`config.mk`:
```
export PLATFORM = sky130hd
export DESIGN_NAME = time_keeper
export DESIGN_NICKNAME = d
export VERILOG_FILES = /design/src/rtl/time_keeper_pkg.sv /design/src/rtl/time_keeper_bcd_digit.sv /design/src/rtl/time_keeper.sv
export SDC_FILE = /design/constraint.sdc
export NUM_CORES = 1
export LEC_CHECK = 0
export CORE_ASPECT_RATIO = 1.2
export CORE_MARGIN = 3
export CORE_UTILIZATION = 49
export DETAILED_ROUTE_END_ITERATION = 10
export PLACE_DENSITY_LB_ADDON = 0.25
export REMOVE_ABC_BUFFERS = 1
export SKIP_LAST_GASP = 1
export SLEW_MARGIN = 20
export SYNTH_ARGS = -nofsm -noshare
export SYNTH_HDL_FRONTEND = slang
export SYNTH_HIERARCHICAL = 1
export SYNTH_SLANG_ARGS = --single-unit
```
`constraint.sdc`:
```
create_clock -name clkin -period 8.69 [get_ports clkin]
set_clock_uncertainty 0.05 [all_clocks]
set_input_delay 2.607 -clock clkin [delete_from_list [all_inputs] [get_ports clkin]]
set_output_delay 2.607 -clock clkin [all_outputs]
set_load 0.02 [all_outputs]
```
`src/rtl/time_keeper_pkg.sv`:
```
// time_keeper_pkg
//   Shared definitions for the time_keeper block: FSM state encoding, BCD
//   digit/field widths, digit positions inside the packed HH:MM:SS word,
//   and the load-legality check used when a new time is presented.
//   Packing of a time word: {H1,H0,M1,M0,S1,S0}, 4 bits per digit, S0 in [3:0].
package time_keeper_pkg;

    typedef enum logic [1:0] {
        ST_STOP = 2'd0,
        ST_RUN  = 2'd1,
        ST_LOAD = 2'd2
    } state_t;

    localparam int DIGIT_W    = 4;
    localparam int TIME_W     = 24;
    localparam int NUM_DIGITS = TIME_W / DIGIT_W;

    localparam int POS_S0 = 0;
    localparam int POS_S1 = 1;
    localparam int POS_M0 = 2;
    localparam int POS_M1 = 3;
    localparam int POS_H0 = 4;
    localparam int POS_H1 = 5;

    // A time word is legal when every digit is decimal, the tens of seconds
    // and minutes stay below 6, and the hours value does not exceed hour_max.
    function automatic logic bcd_time_legal(input logic [TIME_W-1:0] t,
                                            input int hour_max);
        logic ok;
        int   hours;
        ok = 1'b1;
        for (int i = 0; i < NUM_DIGITS; i++)
            if (t[i*DIGIT_W +: DIGIT_W] > 4'd9) ok = 1'b0;
        if (t[POS_S1*DIGIT_W +: DIGIT_W] > 4'd5) ok = 1'b0;
        if (t[POS_M1*DIGIT_W +: DIGIT_W] > 4'd5) ok = 1'b0;
        hours = 10 * int'(t[POS_H1*DIGIT_W +: DIGIT_W])
              + int'(t[POS_H0*DIGIT_W +: DIGIT_W]);
        if (hours > hour_max) ok = 1'b0;
        return ok;
    endfunction

endpackage

```
`src/rtl/time_keeper_bcd_digit.sv`:
```
// bcd_digit
//   One BCD digit of the time-of-day counter. Counts 0..max on inc and
//   wraps to 0, flagging carry in the same cycle so the next digit up
//   advances on the same edge.
//   Ports:
//     clkin, rst_N  clock / async active-low reset
//     clr           synchronous zero (highest priority)
//     load          synchronous load of load_val
//     load_val      digit value to load
//     inc           advance this digit
//     max           last value before wrapping (may change at run time)
//     q             current digit value
//     carry         inc while at max: the next digit advances
module bcd_digit
    import time_keeper_pkg::*;
(
    input  logic               clkin,
    input  logic               rst_N,
    input  logic               clr,
    input  logic               load,
    input  logic [DIGIT_W-1:0] load_val,
    input  logic               inc,
    input  logic [DIGIT_W-1:0] max,
    output logic [DIGIT_W-1:0] q,
    output logic               carry
);

    assign carry = inc & (q == max);

    always_ff @(posedge clkin or negedge rst_N) begin
        if (!rst_N)     q <= '0;
        else if (clr)   q <= '0;
        else if (load)  q <= load_val;
        else if (inc)   q <= (q == max) ? '0 : q + DIGIT_W'(1);
    end

endmodule

```
`src/rtl/time_keeper.sv`:
```
// time_keeper
//   Time-of-day counter driven by the ~1 kHz divider output. tick_in is
//   synchronised into clkin, rising edges become one-cycle count enables,
//   and a binary ms counter feeds a chain of BCD digits (HH:MM:SS).
//   A valid/ready port loads a new time after a one-cycle legality check.
//   Optional feature macro: TIME_KEEPER_ALARM_EN (adds alarm_time / alarm).
//   Ports:
//     clkin, rst_N        clock / async active-low reset
//     tick_in             divider output, asynchronous level
//     run                 count enable level
//     clear               one-cycle request to zero the time
//     set_valid/set_ready load handshake, set_time is the BCD value
//     set_err             pulse: accepted load was illegal and discarded
//     time_bcd, ms        current time and millisecond count
//     sec_pulse           pulse on every ms wrap
//     running             1 while counting (ST_RUN)
//     alarm_time, alarm   (alarm build only) pulse when counting hits alarm_time
module time_keeper
    import time_keeper_pkg::*;
#(
    parameter int MS_PER_SEC = 1000,
    parameter int HOUR_MAX   = 23
) (
    input  logic              clkin,
    input  logic              rst_N,
    input  logic              tick_in,
    input  logic              run,
    input  logic              clear,
    input  logic              set_valid,
    output logic              set_ready,
    input  logic [TIME_W-1:0] set_time,
`ifdef TIME_KEEPER_ALARM_EN
    input  logic [TIME_W-1:0] alarm_time,
    output logic              alarm,
`endif
    output logic              set_err,
    output logic [TIME_W-1:0] time_bcd,
    output logic [9:0]        ms,
    output logic              sec_pulse,
    output logic              running
);

    localparam int                 MS_W       = 10;
    localparam logic [MS_W-1:0]    MS_LAST    = MS_W'(MS_PER_SEC - 1);
    localparam logic [DIGIT_W-1:0] H1_MAX     = DIGIT_W'(HOUR_MAX / 10);
    localparam logic [DIGIT_W-1:0] H0_MAX_TOP = DIGIT_W'(HOUR_MAX % 10);

    // Two-flop synchroniser plus history flop for edge detection.
    logic s1, s2, s3, rise;

    always_ff @(posedge clkin or negedge rst_N) begin
        if (!rst_N) begin
            s1 <= 1'b0;
            s2 <= 1'b0;
            s3 <= 1'b0;
        end else begin
            s1 <= tick_in;
            s2 <= s1;
            s3 <= s2;
        end
    end

    assign rise = s2 & ~s3;

    state_t            state;
    logic [TIME_W-1:0] cap;
    logic              accept, cap_legal, load_ok, ms_inc, sec_inc;

    logic [NUM_DIGITS-1:0][DIGIT_W-1:0] dq, dmax;
    logic [NUM_DIGITS-1:0]              dinc, dcarry;

    // clear blocks acceptance even though set_ready stays high.
    assign accept    = set_valid & set_ready & ~clear;
    assign cap_legal = bcd_time_legal(cap, HOUR_MAX);
    assign load_ok   = (state == ST_LOAD) & ~clear & cap_legal;
    // A rise outside ST_RUN (including during ST_LOAD) is simply dropped.
    assign ms_inc    = (state == ST_RUN) & rise & ~clear & ~accept;
    assign sec_inc   = ms_inc & (ms == MS_LAST);

    always_ff @(posedge clkin or negedge rst_N) begin
        if (!rst_N) begin
            state     <= ST_STOP;
            set_ready <= 1'b0;
            running   <= 1'b0;
            set_err   <= 1'b0;
            sec_pulse <= 1'b0;
            cap       <= '0;
        end else begin
            sec_pulse <= sec_inc;
            set_err   <= (state == ST_LOAD) & ~clear & ~cap_legal;
            if (accept) begin
                cap       <= set_time;
                state     <= ST_LOAD;
                set_ready <= 1'b0;
                running   <= 1'b0;
            end else begin
                // STOP, RUN, end of LOAD and clear all follow the run level.
                state     <= run ? ST_RUN : ST_STOP;
                set_ready <= 1'b1;
                running   <= run;
            end
        end
    end

    always_ff @(posedge clkin or negedge rst_N) begin
        if (!rst_N)                ms <= '0;
        else if (clear || load_ok) ms <= '0;
        else if (ms_inc)           ms <= (ms == MS_LAST) ? '0 : ms + MS_W'(1);
    end

    // Hours units wrap early only when the tens digit is at its top value,
    // so HOUR_MAX -> 00 falls out of the ordinary per-digit carry chain.
    assign dmax[POS_S0] = 4'd9;
    assign dmax[POS_S1] = 4'd5;
    assign dmax[POS_M0] = 4'd9;
    assign dmax[POS_M1] = 4'd5;
    assign dmax[POS_H0] = (dq[POS_H1] == H1_MAX) ? H0_MAX_TOP : 4'd9;
    assign dmax[POS_H1] = H1_MAX;

    assign dinc[0] = sec_inc;

    for (genvar i = 1; i < NUM_DIGITS; i++) begin : g_chain
        assign dinc[i] = dcarry[i-1];
    end

    for (genvar i = 0; i < NUM_DIGITS; i++) begin : g_digit
        bcd_digit u_digit (
            .clkin    (clkin),
            .rst_N    (rst_N),
            .clr      (clear),
            .load     (load_ok),
            .load_val (cap[i*DIGIT_W +: DIGIT_W]),
            .inc      (dinc[i]),
            .max      (dmax[i]),
            .q        (dq[i]),
            .carry    (dcarry[i])
        );
    end

    // Carry out of the hours tens digit marks midnight; nothing consumes it.
    logic midnight_unused;
    assign midnight_unused = dcarry[NUM_DIGITS-1];

    assign time_bcd = dq;

`ifdef TIME_KEEPER_ALARM_EN
    // sec_pulse is high exactly in the cycle after a counting update, so the
    // match is only qualified by counting carries, never by loads or clear.
    assign alarm = sec_pulse & (time_bcd == alarm_time);
`endif

endmodule
```
==> results of run 1 <==
state kept, by name, indices dropped and copies added, names as in the netlist:
name / cells
cap: 24
g_digit.u_digit/q: 24
ms: 10
state: 2
s1: 1
s2: 1
s3: 1
sec_pulse: 1
set_err: 1
set_ready: 1
power groups by stage:
stage	Sequential (W)	Combinational, W	Clock [W]
floorplan	0.000350	0.0000700	0
global placement	0.000353	0.000110	0
detailed placement	0.000353	0.000115	0
CTS	0.000348	0.000116	0.000265
global route	0.000351	0.000130	0.000279
finish	0.000348	0.000115	0.000262
metrics by stage:
step | setup WS (ns) | hold WS, ns | total power (W)
after floorplan | 2.60 | 0.281 | 0.000420
after global placement | 2.33 | 0.292 | 0.000463
after detailed placement | 2.21 | 0.286 | 0.000469
after CTS | 2.51 | 0.316 | 0.000729
after global routing | 2.15 | 0.343 | 0.000759
final | 2.45 | 0.314 | 0.000725
per-layer routing:
metal	wire length (um)	part of all wire [%]	track usage, %
met2	4450	50	35.5
met3	422	4.7	4.64
met4	172	1.9	9.23
met5	0	0	0
met1	3890	44	26.6
worst max-delay path by stage:
stage	start	end	slack (ns)	cells after the start
CTS	clear	g_digit[5].u_digit/q[3]$_DFFE_PN0P_	2.51	13
floorplan	clear	g_digit[0].u_digit/q[1]$_DFFE_PN0P_	2.60	4
finish	clear	g_digit[5].u_digit/q[3]$_DFFE_PN0P_	2.45	13
global placement	clear	g_digit[5].u_digit/q[3]$_DFFE_PN0P_	2.33	13
global route	clear	g_digit[5].u_digit/q[3]$_DFFE_PN0P_	2.15	13
detailed placement	clear	g_digit[5].u_digit/q[3]$_DFFE_PN0P_	2.21	13
layout make-up:
class,count,area (um2)
inverter,13,48.8
fill,627,2550
clock inverter,2,35.0
clock buffer,14,163
multi-input combinational,323,2150
sequential,66,1650
timing repair buffer,70,688
tap,90,113
cells in the final DEF, fill, tap and decap left out, types with 2 or more instances in the layout:
| master | n |
|---|---|
| a211oi_1 | 6 |
| a21o_1 | 2 |
| a21oi_1 | 27 |
| a31oi_1 | 2 |
| and2_1 | 7 |
| and3_1 | 2 |
| buf_4 | 3 |
| clkbuf_1 | 3 |
| clkbuf_8 | 11 |
| clkdlybuf4s50_1 | 66 |
| conb_1 | 22 |
| dfrtp_1 | 66 |
| fa_1 | 2 |
| ha_1 | 14 |
| inv_1 | 12 |
| nand2_1 | 76 |
| nand3_1 | 10 |
| nand4_1 | 4 |
| nor2_1 | 4 |
| nor3_1 | 6 |
| nor3b_1 | 32 |
| nor4_1 | 8 |
| o211ai_1 | 2 |
| o21ai_0 | 7 |
| o22ai_1 | 24 |
| o41ai_2 | 6 |
| xnor2_1 | 7 |
| xor2_1 | 25 |
| xor2_2 | 6 |
==> impl_metrics.toml, run 1 <==
[grt]
grt_pass1_vias = 3223
antenna_found_initial = 0
grt_max_degree = 67
gr-total-overflow = 0
globalRouteTotalUtil_pct = 21.3
grt_pass1_wl_um = 14900

[power_and_ir_drop]
leakage_nw = 2.09
pwr-share-seq_pct = 48.0
power.switching_w = 0.000198
pwr-share-clk_pct = 36.1
swShare_pct = 27.4
irDropWorstVdd_uv = 98.4
pwr-share-comb_pct = 15.9
p_int_w = 0.000526
powerDensity_nw_per_um2 = 149

[critical_path]
required_ns = 8.90
cp-start-kind = "input pin"
crit_family = "simple AND/OR/NAND/NOR gates"
crit_chain = "clkdlybuf4s50_1, buf_4, nor4b_2, nand2_1, nor2_1, and2_1, and2_1, and2_1, and2_1, and2_1, nor3b_1, o41ai_2, o22ai_1"
crit_path_top_delay_cell = "nor2_1"
worst_r2r_path_depth = 11
path_common_cell = "and2_1"
r2r_end = "g_digit[5].u_digit/q[3]$_DFFE_PN0P_"
path_buf_inv = 2
cp_max_fo = 44
critical_path_class = "input pin to flop"
rrSetupSlack_ns = 4.92
max_stage_delay_ns = 0.45
r2r-start = "ms[3]$_DFFE_PN0P_"
end_kind = "flop"
cp.arrival_ns = 6.45

[timing]
drv_slew = 0
hold_violations = 0
slew_headroom_pct = 43.7
finalCritPeriodShare_pct = 71.8
max_slew.worst_pin.slew_ns = 0.839
fin_crit_ns = 6.24
rsz0062_at_grt = "no"
setup_viol = 0
max_freq_mhz = 160
fin_setup_tns_ns = 0

[routing]
firstDrtPassIters = 4
drtIter0Drc = 213
num_vias = 3264
viasPerCell = 5.65
drtAntennaViolNets = 0
wirelength_um = 8940
wl_per_cell_um = 15.5
drc_errors = 0

[cells_and_area]
final_layout_size_suffix_gt1_share_pct = 7.58
layout.cells.non_filler = 578
area_growth_syn_to_layout_pct = 26.9
nets = 529
n_antenna_cell = 0
stdcell_area_um2 = 4850
fin_util_pct = 65.5

[cts]
cts-resized-gates = 0
clk_pin_slew_ns = 0.07
cts_buffers = 9
cts_max_path_buffers = 2
cts_tree = "yes"
holdBufCountCts = 0
cts-root-buf = "clkbuf_8"
h-tree-depth = 3
cts.sink_count = 66
cts_setup_buffers = 0
worstSkewPairLatency_ns = 0.34

[placed_design]
gp_congestion = 0.870
dp_hpwl_um = 6170
dpl.cell_count = 562
io_buffers = 67
placed_cell_area_um2 = 4650

[min_path]
hold_path_class = "flop to flop"
hold_start = "s1$_DFF_PN0_"
whs_path_depth = 0
holdPathEnd = "s2$_DFF_PN0_"

[yosys]
synthCells = 396
syn_avg_cell_area_um2 = 9.65
synth_warnings = 6
synth_area_um2 = 3820

[floorplanning]
core-area_um2 = 7400
num_rows = 34
chipHeight_um = 103
ios = 68
initial_core_util_pct = 51.6
die_w_um = 86.6
dieArea_um2 = 8900

[flow_run]
cap_violations = 0

[outcome]
status = "finished, final reports clean"
No activity file was read; power rests on OpenSTA's default activity.
==> inputs of run 2 (changes only) <==
--- a/config.mk
+++ b/config.mk
@@ -7,7 +7,7 @@
 export LEC_CHECK = 0
 export CORE_ASPECT_RATIO = 1.2
 export CORE_MARGIN = 3
-export CORE_UTILIZATION = 49
+export CORE_UTILIZATION = 48
 export DETAILED_ROUTE_END_ITERATION = 10
 export PLACE_DENSITY_LB_ADDON = 0.25
 export REMOVE_ABC_BUFFERS = 1
==> constraint.sdc (replaced) <==
create_clock -name clkin -period 5.7 [get_ports clkin]
set_clock_uncertainty 0.05 [all_clocks]
set_input_delay 1.71 -clock clkin [delete_from_list [all_inputs] [get_ports clkin]]
set_output_delay 1.71 -clock clkin [all_outputs]
set_load 0.02 [all_outputs]
==> run 2 against run 1 <==
Net effect:
- register-to-register slack worse by 2.8 ns
- routed wire length is 0.49% lower
- clock power is 66% higher
- sequential power is 52% higher
- count of clock-buffer cells in the layout is 3 lower
- first-iteration DRC count is 25% lower
- power is 58% higher
- non-clock buffer count is 4 higher
- utilization is 1.9 points lower
- worst setup slack worse by 1.5 ns
- largest cell class unchanged
==> impl_metrics.toml, run 2 (synthesis results as in run 1) <==
[outcome]
status = "finished, final reports clean"

[routing]
viasPerCell = 5.60
drtIter0Drc = 159
drc_errors = 0
firstDrtPassIters = 4
num_vias = 3269
wl_per_cell_um = 15.2
wirelength_um = 8890
drtAntennaViolNets = 0

[timing]
holdWs_ns = 0.305
slew_headroom_pct = 56.4
setup_viol = 0
rsz0062_at_grt = "no"
max_freq_mhz = 210
drv_slew = 0
fin_setup_tns_ns = 0
max_slew.worst_pin.slew_ns = 0.654
fin_crit_ns = 4.76
hold_violations = 0
finalCritPeriodShare_pct = 83.5

[min_path]
hold_path_class = "flop to flop"
hold_start = "s1$_DFF_PN0_"

[power_and_ir_drop]
p_total_w = 0.00114
irDropWorstVdd_uv = 163
powerDensity_nw_per_um2 = 234
leakage_nw = 2.12

[critical_path]
crit_path_top_delay_cell = "clkdlybuf4s50_1"
critical_path_class = "input pin to flop"
max_stage_delay_ns = 0.50
critPathLaunch = "clear"
path_buf_inv = 3
path_common_cell = "and2_1"
cp.arrival_ns = 4.97
crit_chain = "clkdlybuf4s50_1, nor4b_2, nand2_1, buf_4, nor2_1, buf_4, and2_1, and2_1, and2_1, and2_1, and2_1, nor3b_1, o41ai_2, o22ai_1"
cp_max_fo = 15
cp-start-kind = "input pin"
r2r-start = "cap[21]$_DFFE_PN0P_"
crit_family = "simple AND/OR/NAND/NOR gates"
end_kind = "flop"
required_ns = 5.91

[cts]
cts_setup_buffers = 0
cts.sink_count = 66
cts_buffers = 9
cts_max_path_buffers = 2
cts-root-buf = "clkbuf_8"
worstSkewPairLatency_ns = 0.34
clk_pin_slew_ns = 0.07
holdBufCountCts = 0
h-tree-depth = 3
cts-resized-gates = 0
cts_tree = "yes"

[floorplanning]
die_w_um = 87.5
initial_core_util_pct = 49.6
ios = 68
chipHeight_um = 104
num_rows = 35
dieArea_um2 = 9070
core-area_um2 = 7710

[cells_and_area]
layout_commonest_cell = "nand2_1"
nets = 533
area_growth_syn_to_layout_pct = 28.3
final_cell_mix = "nand2_1 (76), dfrtp_1 (66), clkdlybuf4s50_1 (66)"
fillerInstances = 681
reg_top3 = "cap x24, g_digit.u_digit/q x24, ms x10"
final_layout_size_suffix_gt1_share_pct = 8.74
n_antenna_cell = 0

[grt]
grt_pass1_vias = 3126
globalRouteTotalUtil_pct = 20.4
gr-total-overflow = 0
grt_max_degree = 44
grt_pass1_wl_um = 15000
antenna_found_initial = 0

[flow_run]
cap_violations = 0

[placed_design]
dp_hpwl_um = 6400
gp_congestion = 0.812
io_buffers = 67
## run 2: changes by cell type in the layout (fill, tap and decap cells not counted)
| cell | before | now |
|---|---|---|
| clkinv_2 | 1 | 2 |
| buf_4 | 3 | 7 |
| clkinvlp_4 | 0 | 1 |
| clkbuf_1 | 3 | 1 |
| clkbuf_8 | 11 | 10 |
| bufinv_16 | 1 | 2 |
## run 2: area by class of cell
| type | instances | area, um2 | share of cell area (%) |
|---|---|---|---|
| clock inverter | 5 | 77.6 | 1.58 |
| sequential | 66 | 1650 | 33.7 |
| clock buffer | 11 | 141 | 2.88 |
| multi-input combinational | 323 | 2150 | 43.8 |
| tap | 92 | 115 | 2.35 |
| timing repair buffer | 74 | 718 | 14.7 |
| inverter | 13 | 48.8 | 0.996 |
## run 2: where the power goes
part           internal (W)  switching [W]
logic             0.0000785       0.000101
clock network      0.000257       0.000179
registers          0.000499      0.0000310
## run 2: worst reg2reg max path: cells and delay by family, from the launching register on
| kind | cells | cell delay (ns) |
|---|---|---|
| AO/OA/AOI/OAI | 5 | 0.99 |
| flip-flops | 1 | 0.42 |
| buffers and inverters | 1 | 0.36 |
| adder cells (fa/ha/maj) | 3 | 1.12 |
| AND/OR/NAND/NOR | 3 | 0.54 |
## run 2: final timing paths
path | end | slack, ns | cells past startpoint
worst max-delay path | g_digit[5].u_digit/q[0]$_DFFE_PN0P_ | 0.94 | 14
worst min-delay path | s2$_DFF_PN0_ | 0.31 | 0
worst max register to register | g_digit[1].u_digit/q[3]$_DFFE_PN0P_ | 2.08 | 12
worst min register to register | s2$_DFF_PN0_ | 0.31 | 0
max in group asynchronous | g_digit[0].u_digit/q[0]$_DFFE_PN0P_ | 3.33 | 2
min in group asynchronous | g_digit[5].u_digit/q[2]$_DFFE_PN0P_ | 1.34 | 1
## run 2: per-stage QoR
step           utilization [%]  std cells  cell area (um2)  setup WS [ns]
3_5_place_dp              60.7        568             4680          0.622
6_report                  63.6        584             4900          0.940
4_1_cts                   63.6        584             4900          0.964
3_3_place_gp              60.7        568             4680          0.686
2_1_floorplan                -        402             3840         0.0787
5_1_grt                   63.6        584             4900          0.526
## run 2: routing by layer
metal  vias to the layer above  global-route usage (%)  routed length (um)
met4                         0                    6.91                 128
met1                      1594                    28.2                3930
met3                        14                    3.42                 422
met5                         -                       0                   0
met2                        87                    32.1                4410
li1                       1574                       -                   -
